File: src/rtl/mul8u_share_arb_pkg.sv
// Shared constants and operand/result records for the shared 8x8 multiplier sequencer.
// ID fields are sized for the largest supported requester count (8).
package mul8u_share_arb_pkg;

    localparam int MUL_W    = 8;
    localparam int PROD_W   = 16;
    localparam int ID_MAX_W = 3;

    typedef struct packed {
        logic [MUL_W-1:0]    a;
        logic [MUL_W-1:0]    b;
        logic [ID_MAX_W-1:0] id;
    } op_t;

    typedef struct packed {
        logic [PROD_W-1:0]   data;
        logic [ID_MAX_W-1:0] id;
    } res_t;

    // Round-robin successor of a granted index.
    function automatic int rr_next(input int g, input int n);
        return (g + 1) % n;
    endfunction

endpackage

File: src/rtl/mul8u_share_arb_rr_arb.sv
// NREQ-way round-robin grant: first asserted request at or above ptr, wrapping to 0.
// Purely combinational (0 cycles); the pointer register lives in the parent.
// No backpressure of its own; the parent qualifies the grant with its accept condition.
module mul8u_share_arb_rr_arb
    import mul8u_share_arb_pkg::*;
#(
    parameter int NREQ = 4,
    parameter int IDW  = 2
) (
    input  logic [NREQ-1:0] req,
    input  logic [IDW-1:0]  ptr,
    output logic [NREQ-1:0] grant,
    output logic [IDW-1:0]  grant_id,
    output logic            any
);

    logic [IDW-1:0] idx;

    always_comb begin
        grant    = '0;
        grant_id = '0;
        any      = 1'b0;
        idx      = '0;
        for (int k = 0; k < NREQ; k++) begin
            idx = IDW'((int'(ptr) + k) % NREQ);
            if (!any && req[idx]) begin
                any         = 1'b1;
                grant[idx]  = 1'b1;
                grant_id    = idx;
            end
        end
    end

endmodule

File: src/rtl/mul8u_share_arb.sv
// Round-robin sharing of one external combinational 8x8 multiplier among NREQ requesters.
// Latency 2 cycles (operand register S1, result register S2), one op/cycle sustained.
// Fully backpressured: S2 holds under resp_ready low, S1 then holds, then req_ready drops to zero.
module mul8u_share_arb
    import mul8u_share_arb_pkg::*;
#(
    parameter int NREQ = 4,
    parameter int IDW  = 2
) (
    input  logic                  clk,
    input  logic                  rst_n,
    input  logic [NREQ-1:0]       req_valid,
    input  logic [8*NREQ-1:0]     req_a,
    input  logic [8*NREQ-1:0]     req_b,
    output logic [NREQ-1:0]       req_ready,
    output logic [7:0]            mul_a,
    output logic [7:0]            mul_b,
    input  logic [15:0]           mul_o,
    output logic                  resp_valid,
    output logic [15:0]           resp_data,
    output logic [IDW-1:0]        resp_id,
    input  logic                  resp_ready,
    output logic [15:0]           op_count
);

    logic            s1_valid;
    op_t             s1;
    logic            s2_valid;
    res_t            s2;
    logic [IDW-1:0]  rr;
    logic [15:0]     cnt;

    logic [NREQ-1:0] grant;
    logic [IDW-1:0]  gnt_id;
    logic            gnt_any;
    logic            adv2;
    logic            acc1;
    logic            accept;
    logic            unused_id_hi;

    mul8u_share_arb_rr_arb #(
        .NREQ (NREQ),
        .IDW  (IDW)
    ) u_rr_arb (
        .req      (req_valid),
        .ptr      (rr),
        .grant    (grant),
        .grant_id (gnt_id),
        .any      (gnt_any)
    );

    assign adv2   = s1_valid & (~s2_valid | resp_ready);
    assign acc1   = ~s1_valid | adv2;
    // rst_n gating keeps the handshake outputs quiet while reset is held.
    assign accept = gnt_any & acc1 & rst_n;

    assign req_ready  = grant & {NREQ{acc1 & rst_n}};
    assign mul_a      = s1.a;
    assign mul_b      = s1.b;
    assign resp_valid = s2_valid & rst_n;
    assign resp_data  = s2.data;
    assign resp_id    = s2.id[IDW-1:0];
    assign op_count   = rst_n ? cnt : 16'h0000;

    assign unused_id_hi = ^s2.id;

    always_ff @(posedge clk) begin
        if (!rst_n) begin
            s1_valid <= 1'b0;
            s2_valid <= 1'b0;
            rr       <= '0;
            cnt      <= 16'h0000;
        end else begin
            if (accept) begin
                s1_valid <= 1'b1;
            end else if (adv2) begin
                s1_valid <= 1'b0;
            end

            if (adv2) begin
                s2_valid <= 1'b1;
            end else if (resp_ready) begin
                s2_valid <= 1'b0;
            end

            if (accept) begin
                rr <= IDW'(rr_next(int'(gnt_id), NREQ));
            end

            if (s2_valid && resp_ready) begin
                cnt <= cnt + 16'd1;
            end
        end
    end

    // Data registers carry no reset; their valid bits qualify them.
    always_ff @(posedge clk) begin
        if (accept) begin
            s1.a  <= req_a[int'(gnt_id)*MUL_W +: MUL_W];
            s1.b  <= req_b[int'(gnt_id)*MUL_W +: MUL_W];
            s1.id <= ID_MAX_W'(gnt_id);
        end
        if (adv2) begin
            s2.data <= mul_o;
            s2.id   <= s1.id;
        end
    end

endmodule

File: config.mk
export PLATFORM = sky130hd
export DESIGN_NAME = mul8u_share_arb
export DESIGN_NICKNAME = d
export VERILOG_FILES = /design/src/rtl/mul8u_share_arb_pkg.sv /design/src/rtl/mul8u_share_arb_rr_arb.sv /design/src/rtl/mul8u_share_arb.sv
export SDC_FILE = /design/constraint.sdc
export NUM_CORES = 1
export LEC_CHECK = 0
export BUFFER_PORTS_ARGS = -buffer_cell sky130_fd_sc_hd__buf_2
export CAP_MARGIN = 40
export CORE_MARGIN = 3
export CORE_UTILIZATION = 48
export CTS_BUF_LIST = sky130_fd_sc_hd__clkbuf_4 sky130_fd_sc_hd__clkbuf_8
export CTS_CLUSTER_SIZE = 12
export DETAILED_ROUTE_END_ITERATION = 6
export HOLD_SLACK_MARGIN = 0.12
export MAX_ROUTING_LAYER = met4
export PLACE_DENSITY = 0.84
export SYNTH_ARGS = -nofsm -noshare
export SYNTH_HDL_FRONTEND = slang
export SYNTH_HIERARCHICAL = 1
export SYNTH_SLANG_ARGS = --single-unit
export TNS_END_PERCENT = 30
File: constraint.sdc
create_clock -name clk -period 4.02 [get_ports clk]
set_clock_uncertainty 0.15 [all_clocks]
set_input_delay 0.201 -clock clk [delete_from_list [all_inputs] [get_ports clk]]
set_output_delay 0.201 -clock clk [all_outputs]
set_load 0.005 [all_outputs]
* Yosys cells after proc, flatten, opt, wreduce, memory -nomap -nowiden
Index checks and enable logic that the tools add are counted.
Word-level totals: register bits after elaboration 56
Operators by class: $add $sub $neg 5, order comparisons 8, shift-type cells 2, multiplexer cells 33, bitwise logic cells 13, reductions and logical operators 13
Operator list (number):
- $shiftx A32 B6 Y8 | 2
- $add A16 B1 Y16 const B | 1
- $mux W1 | 16
- $mux W16 | 1
- $mux W4 | 4
- $lt A2 B3 Y1 const B | 4
- $or A4 B4 Y4 | 3
- $bmux W1 S2 | 4
- $demux W1 S2 | 4
- $ge A2 B1 Y1 const B | 4
- $logic_and A1 B1 Y1 | 8
- $mux W2 | 4
- $and A1 B1 Y1 | 5
- $add A2 B1 Y2 const B | 2
- $add A2 B2 Y2 const B | 2
- $and A4 B4 Y4 | 1
- $reduce_bool A2 Y1 | 2
- $logic_not A1 Y1 | 3
- $not A1 Y1 | 2
- $or A1 B1 Y1 | 2

* Longest topological paths before layout
depth in word-level cells 15, gate-level depth with buffers 12

* Modules after synthesis
The synthesis kept the hierarchy.
By module, submodules not included:
- mul8u_share_arb | times used 1, cells each 191, area each 2601.2 µm², sequential area each 1481.4 µm²
- mul8u_share_arb_rr_arb | times used 1, cells each 45, area each 422.9 µm², sequential area each 0.0 µm²

* Worst setup path before layout
Ideal clock, no wire load.
kind reg2reg, from register rr[0], to register s1 (netlist bit mul_a[0]), data pin, setup time 272 ps, arrival 2808 ps, data required time 3598 ps, path slack 790 ps, cell stages (with the launch flop) 12, path through dfxtp_1 -> buf_6 -> inv_1 -> ha_1 -> mux4_2 -> buf_6 -> and2b_2 -> o21ai_0 -> o31ai_1 -> buf_2 -> buf_4 -> mux4_2
On the way: word-level cells in the longest chain between the ends 13, elaborated cells on any way between the ends 25, classes of those cells add/sub: 3; shift: 1; mux: 15; reduce/logical: 6
Ends and longest elaborated chain:
- start: declaration | line mul8u_share_arb.sv:30 | logic [IDW-1:0] rr;
- start signal: assignment | line mul8u_share_arb.sv:87 | rr <= IDW'(rr_next(int'(gnt_id), NREQ));
- parallel branches: the longest is 11 deep, another holds $add A2 B1 Y2
- $mux W2 (*) | line mul8u_share_arb_rr_arb.sv:26 | if (!any && req[idx]) begin
- net gnt_id[0] | line mul8u_share_arb.sv:34 | logic [IDW-1:0] gnt_id;
- $shiftx A32 B6 Y8 (*) | line mul8u_share_arb.sv:99 | s1.a <= req_a[int'(gnt_id)*MUL_W +: MUL_W];
- end: declaration | line mul8u_share_arb.sv:27 | op_t s1;
Mark *: on every way through the listed nets, which the timed path passes. The select of a mux whose other input is x is not followed. A chain may end at the register's enable or synchronous reset.

* Worst setup path in the final report
from register rr[1], to register s1 (netlist bit mul_b[3]), data pin
On the way: word-level cells in the longest chain between the ends 13, elaborated cells on any way between the ends 25, classes of those cells add/sub: 3; shift: 1; mux: 15; reduce/logical: 6
Ends and longest elaborated chain:
- parallel branches: the longest is 11 deep, another holds $add A2 B1 Y2
- $mux W2 (*) | line mul8u_share_arb_rr_arb.sv:26
- net gnt_id[1] | line mul8u_share_arb.sv:34
- $shiftx A32 B6 Y8 (*) | line mul8u_share_arb.sv:100 | s1.b <= req_b[int'(gnt_id)*MUL_W +: MUL_W];
Marked as above.

==> metrics <==
# Max-Cap Violations=0; Max clock buf depth=2; number of distinct library cells after synthesis=43; largest family of logic cells by synthesized area=multiplexers; area share of xor/xnor cells in the synthesized design=0.0290; Core Util, Final=0.658; worst max-slew margin expressed relative to the limit=0.413; proportion of total power due to net switching=0.302; number of resized instances in the post-cts repair step=0; Filler Cells Inserted=492; post-layout instance count excluding filler cells=456; dominant synthesized flop cell=sky130_fd_sc_hd__edfxtp_1; global placement routability congestion=0.860; transition time at the pin with the least slew margin=880 ps; hold crit path type=in -> reg; PwrDens=438 nW/µm²; leading post-synthesis cells by instance count=36 x sky130_fd_sc_hd__edfxtp_1, 22 x sky130_fd_sc_hd__and2_1, 20 x sky130_fd_sc_hd__dfxtp_1, 20 x sky130_fd_sc_hd__nor2_1; post-CTS setup buffer count=0; net switching power=525 µW; antenna-violating nets left=0; HPWL reported at the end of detailed placement=5750 µm; clock root buffer=sky130_fd_sc_hd__clkbuf_8; Register Area=1480 µm²; cell accounting for the most synthesized area=sky130_fd_sc_hd__edfxtp_1; total power of the final layout=1.74 mW; remaining routing DRC violations=0; Synth Net Count=329; Layout Area Growth over Synthesis=31.1%; Leakage Power=1.71 nW; WP data required=3920 ps; PortBufs=141; maximum number of pins on one net before global-route repair=22; starting density of the core=0.502; WP data arrival=3430 ps; wire length after detailed routing=7600 µm; first-pass GRT wire length=11900 µm; clock latency at the later pin of the worst-skew pair=300 ps; fraction of power consumed by sequential logic=0.449; final worst path period need=3530 ps; Die Span Y=85.4 µm; Comb power frac=0.374; via count=2400; Total GRT Usage=0.211; final setup fails=0; Worst VDD drop=0.000257 V; CTS Buf Count=5; hold-fix buffers at CTS=17; number of nets in the layout=473; post-synthesis sequential area ratio=0.490; routed length per instance=16.7 µm; largest fanout on the critical path=18; Yosys Warn Count=6; cell total after placement=431; area of the mapped netlist=3020 µm²; clock net sink count=56; placeable core region=6030 µm²; crit path capture type=register; count of inserted antenna diode cells=0; gate count after technology mapping=236; asr flop ratio synth=0; final critical-path share of the clock period=0.879; dominant cell by count in the synthesized netlist=sky130_fd_sc_hd__edfxtp_1; share of the synthesized area in the top cell type=0.357; simple-gate portion of the synthesized area=0.152; DIE AREA=7290 µm²; vias in the first global route=2389; clock-pin transition on the worst setup and hold timing paths=110 ps; drt first-iter violations=141; length of the first detailed-routing pass in iterations=4; post-synthesis share of cell area spent on full adders, half adders and majority gates=0.0248; Clock H-tree levels=2; synthesized area per cell=12.8 µm²; area taken by multi-input logic gates=1360 µm²; x dimension of the die=85.4 µm; routed vias/inst=5.26; complex-gate fraction of the synthesized area=0.0592; final count of hold timing violations=0; part of the total power dissipated in the clock network=0.177; max-slew violations=0; remaining global-route overflow=0; final sum of negative setup slack=0 ps; Rows=28; number of enable-type register cells in the synthesized netlist=36; Setup crit start kind=register; Highest Clock Rate=0.283 GHz; result of the run=finished, final reports clean; number of flip-flops and latches in the synthesized netlist=56; I/O pin total=142; antenna violations before repair=0; P_int=1.21 mW; main area contributors after synthesis=sky130_fd_sc_hd__edfxtp_1 36%, sky130_fd_sc_hd__dfxtp_1 13%, sky130_fd_sc_hd__mux4_2 13%; kind of critical path=reg -> reg; share of cells above drive strength 1=0.480; unrepaired setup endpoints after global routing=no; portion of netlist area occupied by mux cells=0.178; clock tree from TritonCTS=done
## state kept, by name, indices dropped and copies added (netlist names)
name	cells
cnt	16
mul_a	8
mul_b	8
resp_data	16
resp_id	2
rr	2
s1	2
s1_valid	1
s2_valid	1
## cells in the final DEF, fill, tap and decap left out, types with 3 or more instances in the layout
master | netlist | routed
sky130_fd_sc_hd__o21ai_0 | 7 | 7
sky130_fd_sc_hd__mux4_2 | 17 | 17
sky130_fd_sc_hd__mux4_1 | 3 | 3
sky130_fd_sc_hd__xnor2_1 | 4 | 4
sky130_fd_sc_hd__nand2_1 | 8 | 8
sky130_fd_sc_hd__mux2_2 | 4 | 4
sky130_fd_sc_hd__dfxtp_1 | 20 | 20
sky130_fd_sc_hd__ha_1 | 6 | 6
sky130_fd_sc_hd__buf_4 | 17 | 4
sky130_fd_sc_hd__xor2_1 | 6 | 6
sky130_fd_sc_hd__and2_1 | 22 | 22
sky130_fd_sc_hd__dlygate4sd3_1 | 0 | 17
sky130_fd_sc_hd__nor3_1 | 3 | 3
sky130_fd_sc_hd__nand4_1 | 5 | 5
sky130_fd_sc_hd__buf_2 | 2 | 141
sky130_fd_sc_hd__clkbuf_8 | 0 | 5
sky130_fd_sc_hd__a22oi_1 | 8 | 8
sky130_fd_sc_hd__a21oi_1 | 7 | 7
sky130_fd_sc_hd__inv_1 | 6 | 6
sky130_fd_sc_hd__edfxtp_1 | 36 | 36
sky130_fd_sc_hd__nand3_1 | 4 | 4
sky130_fd_sc_hd__nor2_1 | 20 | 20
## cell families after synthesis
group | after synthesis
AND/OR/NAND/NOR | 77
AO/OA/AOI/OAI | 28
buffers and inverters | 32
flip-flops | 56
XOR/XNOR | 10
multiplexers | 27
adder cells (fa/ha/maj) | 6
## final timing paths
check | from | depth (start not counted) | end | slack (ps)
setup / recovery | rr[1] | 6 | mul_b[3] | 490
hold / removal | req_a[28] | 2 | mul_a[4] | 130
setup reg to reg | rr[1] | 6 | mul_b[3] | 490
hold reg to reg | s1[1] | 0 | resp_id[1] | 270
## routing by layer
metal | vias up | GRT usage | wire [µm]
met4 | 0 | 0.0518 | 91
met5 | - | - | 0
met2 | 97 | 0.371 | 3970
met3 | 8 | 0.0350 | 435
li1 | 1155 | - | -
met1 | 1140 | 0.252 | 3110
## power groups by stage
stage | clock (mW) | combinational (mW) | sequential (mW)
2_1_floorplan | 0 | 0.496 | 0.784
3_3_place_gp | 0 | 0.597 | 0.789
3_5_place_dp | 0 | 0.636 | 0.793
4_1_cts | 0.315 | 0.651 | 0.779
5_1_grt | 0.338 | 0.708 | 0.788
6_report | 0.307 | 0.648 | 0.780
## through the flow
stage                     setup slack (ps)  hold WS (ps)  area [µm²]
after detailed placement               453           230        3700
after global routing                   320           122        3960
after global placement                 537           228        3690
final                                  486           127        3960
after floorplan                        790           150        3020
after CTS                              459           121        3960
## worst max-delay path, cell delays in order, from the launching register on
cell,delay (ps)
sky130_fd_sc_hd__dfxtp_1,550
sky130_fd_sc_hd__inv_1,140
sky130_fd_sc_hd__ha_1,370
sky130_fd_sc_hd__mux4_2,440
sky130_fd_sc_hd__o311ai_0,480
sky130_fd_sc_hd__a32o_1,750
sky130_fd_sc_hd__mux4_2,410
## cell type report
| class | count | area share |
|---|---|---|
| clock buffer | 5 | 0.0174 |
| clock inverter | 3 | 0.00537 |
| inverter | 6 | 0.00568 |
| multi-input combinational | 148 | 0.342 |
| sequential | 56 | 0.374 |
| tap | 75 | 0.0237 |
| timing repair buffer | 163 | 0.232 |
No activity file was read; power rests on OpenSTA's default activity.
